File: config.mk
export PLATFORM = sky130hd
export DESIGN_NAME = determ_fxp_to_bits
export DESIGN_NICKNAME = d
export VERILOG_FILES = /design/src/rtl/determ_fxp_to_bits.sv
export SDC_FILE = /design/constraint.sdc
export NUM_CORES = 1
export LEC_CHECK = 0
export ABC_CLOCK_PERIOD_IN_PS = 3100
export CORE_ASPECT_RATIO = 0.6
export CORE_UTILIZATION = 30
export DETAILED_ROUTE_END_ITERATION = 7
export PLACE_DENSITY_LB_ADDON = 0.15
export SLEW_MARGIN = 25
export SYNTH_ARGS = -nofsm -noshare
export SYNTH_HDL_FRONTEND = slang
export SYNTH_SLANG_ARGS = --single-unit
export TNS_END_PERCENT = 100
File: constraint.sdc
create_clock -name CLK -period 3.1 [get_ports CLK]
set_input_delay 0.93 -clock CLK [delete_from_list [all_inputs] [get_ports CLK]]
set_output_delay 0.93 -clock CLK [all_outputs]
set_load 0.02 [all_outputs]
File: src/rtl/determ_fxp_to_bits.sv
// determ_fxp_to_bits
// Deterministic bitstream generator: turns a signed fixed-point value x into
// a stream of len bits (1 = +1, 0 = -1) whose mean tracks x. A first-order
// error-feedback accumulator decides each bit.
//
// Optional feature macro: DETERM_GEN_SAT_EN
//   defined   : x is clamped to [-1.0, +1.0] on start and the sat port exists
//   undefined : x is used unmodified; caller keeps it inside [-1.0, +1.0]
//
// Handshake: bit_out is offered while bit_valid is high and is consumed on a
// cycle where bit_ready is also high. done pulses for one cycle after the
// last bit is consumed, and the block is back in IDLE the cycle after that.

module determ_fxp_to_bits #(
  parameter int BIT_WIDTH = 16,
  parameter int INT_WIDTH = 1,
  parameter int LEN_WIDTH = 8
) (
  input  logic                 CLK,
  input  logic                 RST,
  input  logic                 start,
  input  logic [BIT_WIDTH-1:0] x,
  input  logic [LEN_WIDTH-1:0] len,
  output logic                 bit_out,
  output logic                 bit_valid,
  input  logic                 bit_ready,
  output logic                 busy,
  output logic                 done
`ifdef DETERM_GEN_SAT_EN
  ,
  output logic                 sat
`endif
);

  // Fractional bits of x; 1.0 is 1 << FRAC.
  localparam int FRAC = BIT_WIDTH - INT_WIDTH;

  // Accumulator / error width. With xr in [-1, +1] the accumulator stays in
  // [-1, +1), so e = acc + xr lies in [-2, +2) and never needs more than
  // FRAC + 3 bits (sign, two integer bits, fraction).
  localparam int AW = FRAC + 3;

  // Working width used when bringing x into the accumulator domain; it is
  // wide enough for both the raw input and the accumulator.
  localparam int XW = (BIT_WIDTH > AW) ? BIT_WIDTH : AW;

  // +1.0 in the accumulator domain.
  localparam logic signed [AW-1:0] ONE = {{(AW-FRAC-1){1'b0}}, 1'b1, {FRAC{1'b0}}};

  localparam logic [LEN_WIDTH-1:0] LEN_ONE = {{(LEN_WIDTH-1){1'b0}}, 1'b1};

  typedef enum logic [1:0] {
    S_IDLE = 2'd0,
    S_RUN  = 2'd1,
    S_DONE = 2'd2
  } state_t;

  state_t state;
  state_t state_nxt;

  // Latched operand, latched length, error accumulator and bit counter.
  logic signed [AW-1:0]  xr;
  logic [LEN_WIDTH-1:0]  lr;
  logic signed [AW-1:0]  acc;
  logic [LEN_WIDTH-1:0]  cnt;

  // Combinational decision signals.
  logic signed [AW-1:0]  e;
  logic signed [AW-1:0]  acc_upd;
  logic                  pos;
  logic                  xfer;
  logic                  last;
  logic signed [AW-1:0]  xin;
  logic                  accept;

  // Sign-extend (or, for very wide integer parts, wrap) the raw input into
  // the accumulator width. Only meaningful for in-range inputs.
  function automatic logic signed [AW-1:0] fit_acc(input logic signed [BIT_WIDTH-1:0] v);
    logic signed [XW-1:0] t;
    t = XW'(v);
    return t[AW-1:0];
  endfunction

`ifdef DETERM_GEN_SAT_EN
  localparam logic signed [XW-1:0] ONE_X = XW'(ONE);

  // True when the raw input lies outside [-1.0, +1.0].
  function automatic logic over_range(input logic signed [BIT_WIDTH-1:0] v);
    logic signed [XW-1:0] t;
    t = XW'(v);
    return (t > ONE_X) || (t < -ONE_X);
  endfunction

  // Clamp the raw input to [-1.0, +1.0] in the accumulator domain.
  function automatic logic signed [AW-1:0] clamp_fxp(input logic signed [BIT_WIDTH-1:0] v);
    logic signed [XW-1:0] t;
    t = XW'(v);
    if (t > ONE_X) begin
      return ONE;
    end else if (t < -ONE_X) begin
      return -ONE;
    end else begin
      return t[AW-1:0];
    end
  endfunction
`endif

  // Operand as it will be latched on an accepted start.
  always_comb begin
`ifdef DETERM_GEN_SAT_EN
    xin = clamp_fxp(signed'(x));
`else
    xin = fit_acc(signed'(x));
`endif
  end

  // Error-feedback decision: emit +1 when the running error is non-negative,
  // then feed back the quantisation error (subtract or add 1.0).
  always_comb begin
    e       = acc + xr;
    pos     = ~e[AW-1];
    acc_upd = pos ? (e - ONE) : (e + ONE);
    xfer    = bit_valid & bit_ready;
    last    = (cnt == (lr - LEN_ONE));
    accept  = (state == S_IDLE) & start;
  end

  // State register.
  always_ff @(posedge CLK) begin
    if (RST) begin
      state <= S_IDLE;
    end else begin
      state <= state_nxt;
    end
  end

  // Next-state logic: start only counts in IDLE; DONE always lasts one cycle.
  always_comb begin
    state_nxt = state;
    case (state)
      S_IDLE: begin
        if (start) begin
          state_nxt = (len != '0) ? S_RUN : S_DONE;
        end
      end
      S_RUN: begin
        if (xfer && last) begin
          state_nxt = S_DONE;
        end
      end
      S_DONE: begin
        state_nxt = S_IDLE;
      end
      default: begin
        state_nxt = S_IDLE;
      end
    endcase
  end

  // Outputs decoded from state; bit_out is forced low outside RUN so it reads
  // 0 whenever no bit is being offered.
  always_comb begin
    bit_valid = (state == S_RUN);
    bit_out   = (state == S_RUN) & pos;
    busy      = (state == S_RUN) | (state == S_DONE);
    done      = (state == S_DONE);
  end

  // Operand, length, accumulator and counter. The accumulator and counter only
  // move on a transfer, which keeps bit_out stable while the consumer stalls.
  always_ff @(posedge CLK) begin
    if (RST) begin
      xr  <= '0;
      lr  <= '0;
      acc <= '0;
      cnt <= '0;
    end else if (accept) begin
      xr  <= xin;
      lr  <= len;
      acc <= '0;
      cnt <= '0;
    end else if ((state == S_RUN) && xfer) begin
      acc <= acc_upd;
      cnt <= cnt + LEN_ONE;
    end
  end

`ifdef DETERM_GEN_SAT_EN
  // Saturation flag: reflects the clamp of the most recently accepted start.
  always_ff @(posedge CLK) begin
    if (RST) begin
      sat <= 1'b0;
    end else if (accept) begin
      sat <= over_range(signed'(x));
    end
  end
`endif

endmodule

### Yosys cells after proc, flatten, opt, wreduce, memory -nomap -nowiden

Index checks and enable logic that the tools add are counted.

* mux-type cells: 5
* add/subtract/negate cells: 5
* equality and inequality tests: 5
* reductions and logical operators: 6
* bitwise gates (word level): 5

Operators by type and width (count)
* 18-bit by 16-bit adder with 18-bit output: 1
* 18-bit by 17-bit adder with 18-bit output (second input constant): 1
* 18-bit 2-to-1 mux: 1
* 18-bit by 17-bit subtractor with 18-bit output (second input constant): 1
* 8-bit by 1-bit adder with 8-bit output (second input constant): 1
* 8-bit equality test: 1
* 8-bit nonzero test: 1
* 8-bit by 1-bit subtractor with 8-bit output (second input constant): 1
* 2-bit 2-to-1 mux: 3
* 2-bit one-hot mux with 2 select lines: 1
* 1-bit bitwise AND: 3
* 2-bit by 1-bit equality test with 1-bit output (second input constant): 1
* 2-bit equality test (second input constant): 1
* 1-bit logical AND: 2
* 2-bit logical NOT: 1
* 2-bit by 1-bit inequality test with 1-bit output (second input constant): 1
* 2-bit inequality test (second input constant): 1
* 2-bit AND reduction: 1
* 2-bit OR reduction: 1
* 1-bit inverter: 1
* 1-bit bitwise OR: 1

* register bits: 52
* output and inout port bits: 4
* logic and storage cells: 31
* input bits: 28

### Logic depth before layout (Yosys ltp)

* depth in word-level cells: 5
* depth in mapped cells: 11
* depth with buffers taken out: 11

### Worst setup path after synthesis

No wires, ideal clock.

* path type: register to output
* from: register xr[10]
* to: output bit_out
* required time: 2170 ps
* stages on the path, launching flop included: 9
* setup slack: 45 ps
* arrival: 2125 ps
* path through: dfxtp_1 -> ha_1 -> a21o_1 -> a21o_1 -> a221oi_1 -> o21a_1 -> o21ai_0 -> o21ai_0 -> mux2i_1

* cells in the longest elaborated chain, start to end: 3

RTL lines
* start: declaration: line 62 `logic signed [AW-1:0] xr;`
* start signal: assignment: line 178 `xr <= xin;`
* 18-bit by 16-bit adder with 18-bit output: line 120 `e = acc + xr;`
* 1-bit inverter: line 121 `pos = ~e[AW-1];`
* 1-bit bitwise AND: line 164 `bit_out = (state == S_RUN) & pos;`
* end: declaration: line 24 `output logic bit_out,`

No other way between the ends.

### Worst setup path in the final report

* from: register acc[10]
* to: output bit_out

* cells in the longest elaborated chain, start to end: 3

RTL lines
* start: declaration: line 64 `logic signed [AW-1:0] acc;`
* start signal: assignment: line 183 `acc <= acc_upd;`
* 18-bit by 16-bit adder with 18-bit output: line 120
* 1-bit inverter: line 121
* 1-bit bitwise AND: line 164

No other way between the ends.

==> reports/summary.md <==
The routed length on met1 is 4670 um, and the number of distinct library cells after synthesis is 45. The final layout contains routed wiring with a total length of 8000 um. The synthesized netlist occupies a cell area of 2980 um^2. Final cell count without fillers: 576.

At the pin with the least slew margin, the transition time is 0.752 ns. The fraction of registers with async set/reset works out to 0. The cell family contributing the most delay on the critical path is compound AO/OA/AOI/OAI gates.

Headroom to the max-slew limit: 0.498. The first global-routing pass estimated 13,200 um of wire. The largest net degree at the start of global routing is 26, and the worst clock skew is 0.00477 ns.

The logs give 378 for the number of cells produced by synthesis and 497 for the net count of the finished layout. 32 I/O pins were placed. In this run, synthesis inferred 0 flip-flops with an integrated enable. The analysis attributes to cell leakage a power of 1.58 nW. The tools report the iteration-0 DRC count of the detailed router as 133. Number of placement rows: 27. Using the TritonRoute via totals, the vias-per-cell ratio works out to 4.80. The buffer depth of the longest clock path is 2. The tools report the met2 routed wirelength as 2870 um. The filler cells instantiated in the layout total 954.

Terminus of the critical flop-to-flop path: acc[16]. For the clock buffer count from CTS, the log shows 5. Power spread over the standard cell area amounts to 494 nW/um^2. Counting every sink on the clock net gives 52. Summing over every cut layer, the via total after detailed routing is 2,764.

The worst hold path belongs to the class reg2reg. At the worst endpoint, the arrival time is 2.26 ns. The initial antenna violation count is 0, and the final critical-path required period is 3.19 ns.

TritonCTS built the clock tree. The die covers 10,400 um^2. The tools report the endpoint required time on the critical path as 2.17 ns.

The tools report the startpoint type of the worst setup path as a flop. The design draws 0.00200 W. The final core utilization came out at 0.431.

The proportion of layout cells with a drive suffix above 1 was 0.197. Counting every net in the synthesized netlist gives 430. The average footprint of a synthesized cell was 7.89 um^2. Area of the core: 9390 um^2. Max-cap violations in this run came to 0.

The H-tree generated during clock tree synthesis spans 2 levels. In this run the vertical extent of the chip is 79.2 um. The tools report the total routing usage reported by global routing as 0.165. The congestion estimate from routability-driven global placement came to 0.825. After clock tree synthesis, the clock-pin slew on the worst setup and hold paths is 0.07 ns. The worst setup path is captured at a primary output.

The worst-case reg-to-reg path depth is 12. The clock latency of the later-clocked register in the worst-skew pair was 0.29 ns. For this run, the slowest stage of the critical path takes 0.34 ns. The number of hold-slack violations in the final timing report is 0.

Traced cell by cell, the critical path runs through ha_4 > a21o_1 > a21o_1 > a221oi_2 > o21a_1 > o21ai_1 > o21ai_1 > mux2i_1 > buf_4. The beginning of the worst hold path is acc[7]. The worst ir drop on vdd is 0.251 mV.

The startpoint identified for the worst register-to-register timing path is xr[0]. Register-to-register setup slack: 0.12 ns. For the count of yosys warnings during synthesis, the log shows 0. The run finished, with violations left.

After detailed placement, the design holds a cell count of 561. The run gives -0.0907 ns as the final critical-path setup slack. Along the worst path, the maximum fanout reaches 3. After clock tree synthesis, the flow added hold-fix buffers numbering 0. In this run, synthesis produced a sequential element count of 52. The library cell used most frequently in the layout, excluding fill and tap cells, is nand2_1. The die is 131 um wide. For the count of endpoints failing setup in the final report, the log shows 1.

After synthesis, the cell types taking the most area are dfxtp_1 (35%), nand2_1 (12%), ha_1 (9.2%), a21oi_1 (8.7%), xnor2_1 (5.6%). The top-area cell type share of the netlist area works out to 0.349. The final reports fail on negative setup slack. The first detailed-routing pass took 4 iterations. The sequential share of the synthesized area came out at 0.349. Setup repair after global routing could not meet its margin everywhere. The number of antenna diodes in the final layout is 0. Maximum operating frequency: 0.313 GHz.

Among all stages on the critical path, the largest delay is contributed by dfxtp_2. The run gives 0 as the antenna violation net count after detailed routing. The run gives 2,585 as the number of global-route vias before repair. The aggregate negative setup slack came out at -0.0907 ns. The worst hold path endpoint is acc[7]. The number of port buffers was 31. The library cells used most frequently in the layout, excluding fill and tap cells, are nand2_1 (92), a21oi_1 (47), buf_4 (47).

The routed length per instance is 13.9 um, and the half-perimeter wire length after placement is 5680 um. The cell accounting for the most synthesized area is dfxtp_1. The most used flip-flop cell after synthesis is dfxtp_1. Signal routing reaches up to met4.

The post-route fraction of the period consumed by the critical path works out to 1.03. Area growth from synthesis to layout: 35.9%. The number of buffer and inverter stages on the critical path is 1, and the remaining global-route overflow is 0. The starting density of the core is 0.317. The tree is rooted in a clkbuf_16. For the residual DRC count, the log shows 0. Wire segments on met3 add up to 406 um in the final route. The critical path is of the reg2out type. The tools report the count of final max-slew check failures as 0. Across all hold checks on the routed design, the worst slack comes to 0.458 ns. Along the worst hold path, the cell count comes to 2.
[cell usage after synthesis, types with 4 or more instances]
master	n
nand4_1	5
nor2_1	18
xnor2_1	19
nor4_1	4
inv_1	8
o21a_1	5
ha_1	22
nor3_1	4
nand3_1	7
dfxtp_1	52
clkbuf_1	14
a21o_1	7
xor2_1	12
a211oi_1	4
nand2_1	92
o21ai_0	10
a21oi_1	52
[worst reg2reg max path, cell delays in order (launching register included)]
cell,delay [ns]
dfxtp_2,0.34
ha_4,0.16
buf_4,0.13
fa_2,0.41
a21oi_2,0.18
o21a_1,0.16
o211ai_1,0.13
a311oi_1,0.29
buf_4,0.16
o21ai_2,0.05
xnor2_1,0.20
fa_1,0.47
a211oi_2,0.22
[area by class of cell]
cell class | count | area, um^2 | share of cell area
Multi-Input combinational cell | 301 | 1990 | 0.491
Sequential cell | 52 | 1050 | 0.260
Timing Repair Buffer | 77 | 653 | 0.161
Tap cell | 130 | 163 | 0.0401
Clock buffer | 6 | 129 | 0.0318
Clock inverter | 2 | 35.0 | 0.00865
Inverter | 8 | 30.0 | 0.00741
[cell families (layout without fill, tap and decap cells)]
family / after synthesis / in the layout / share of synthesized area
DFF: 52 / 52 / 0.349
and+or+nand+nor: 148 / 148 / 0.217
AOI/OAI and AO/OA: 97 / 97 / 0.198
buffers and inverters: 25 / 93 / 0.0352
adders and majority gates: 24 / 24 / 0.106
muxes: 1 / 1 / 0.00336
xor gates and xnor gates: 31 / 31 / 0.0911
[registers in the layout, summed over array words and instances, names as in the netlist]
name and count:
acc 18, lr 8, xr 16, cnt 8, state 2
[worst max path at each step]
stage	start	end	slack, ns	cells after the start
6_report	acc[10]	bit_out	-0.09	9
5_1_grt	acc[10]	bit_out	-0.18	9
4_1_cts	acc[10]	bit_out	-0.1	9
3_5_place_dp	xr[10]	bit_out	-0.46	9
3_3_place_gp	xr[10]	bit_out	-0.43	9
2_1_floorplan	xr[10]	bit_out	0.05	8
[timing repair]
action,4_1_cts,5_1_grt
setup endpoints to repair,1,2
buffers inserted,3,4
gates resized for setup,21,19
pin swaps,9,15
[metal layers]
layer / vias up / GRT usage
li1: 1438 / -
met1: 1263 / 0.259
met2: 56 / 0.223
met3: 7 / 0.0357
met4: 0 / 0.0333
met5: - / 0
[where the power goes]
| part | switching [W] | internal, W | leakage, nW |
|---|---|---|---|
| sequential | 0.0000516 | 0.000721 | 0.427 |
| combinational | 0.000324 | 0.000263 | 1.08 |
| clock | 0.000261 | 0.000381 | 0.0808 |
[metrics by stage]
| step | setup WS, ns | instance area [um^2] |
|---|---|---|
| after CTS | -0.0982 | 3930 |
| final | -0.0907 | 4050 |
| after global placement | -0.431 | 3670 |
| after floorplan | 0.0454 | 2980 |
| after detailed placement | -0.459 | 3670 |
| after global routing | -0.177 | 4050 |
(Power assumes the default switching activity.)
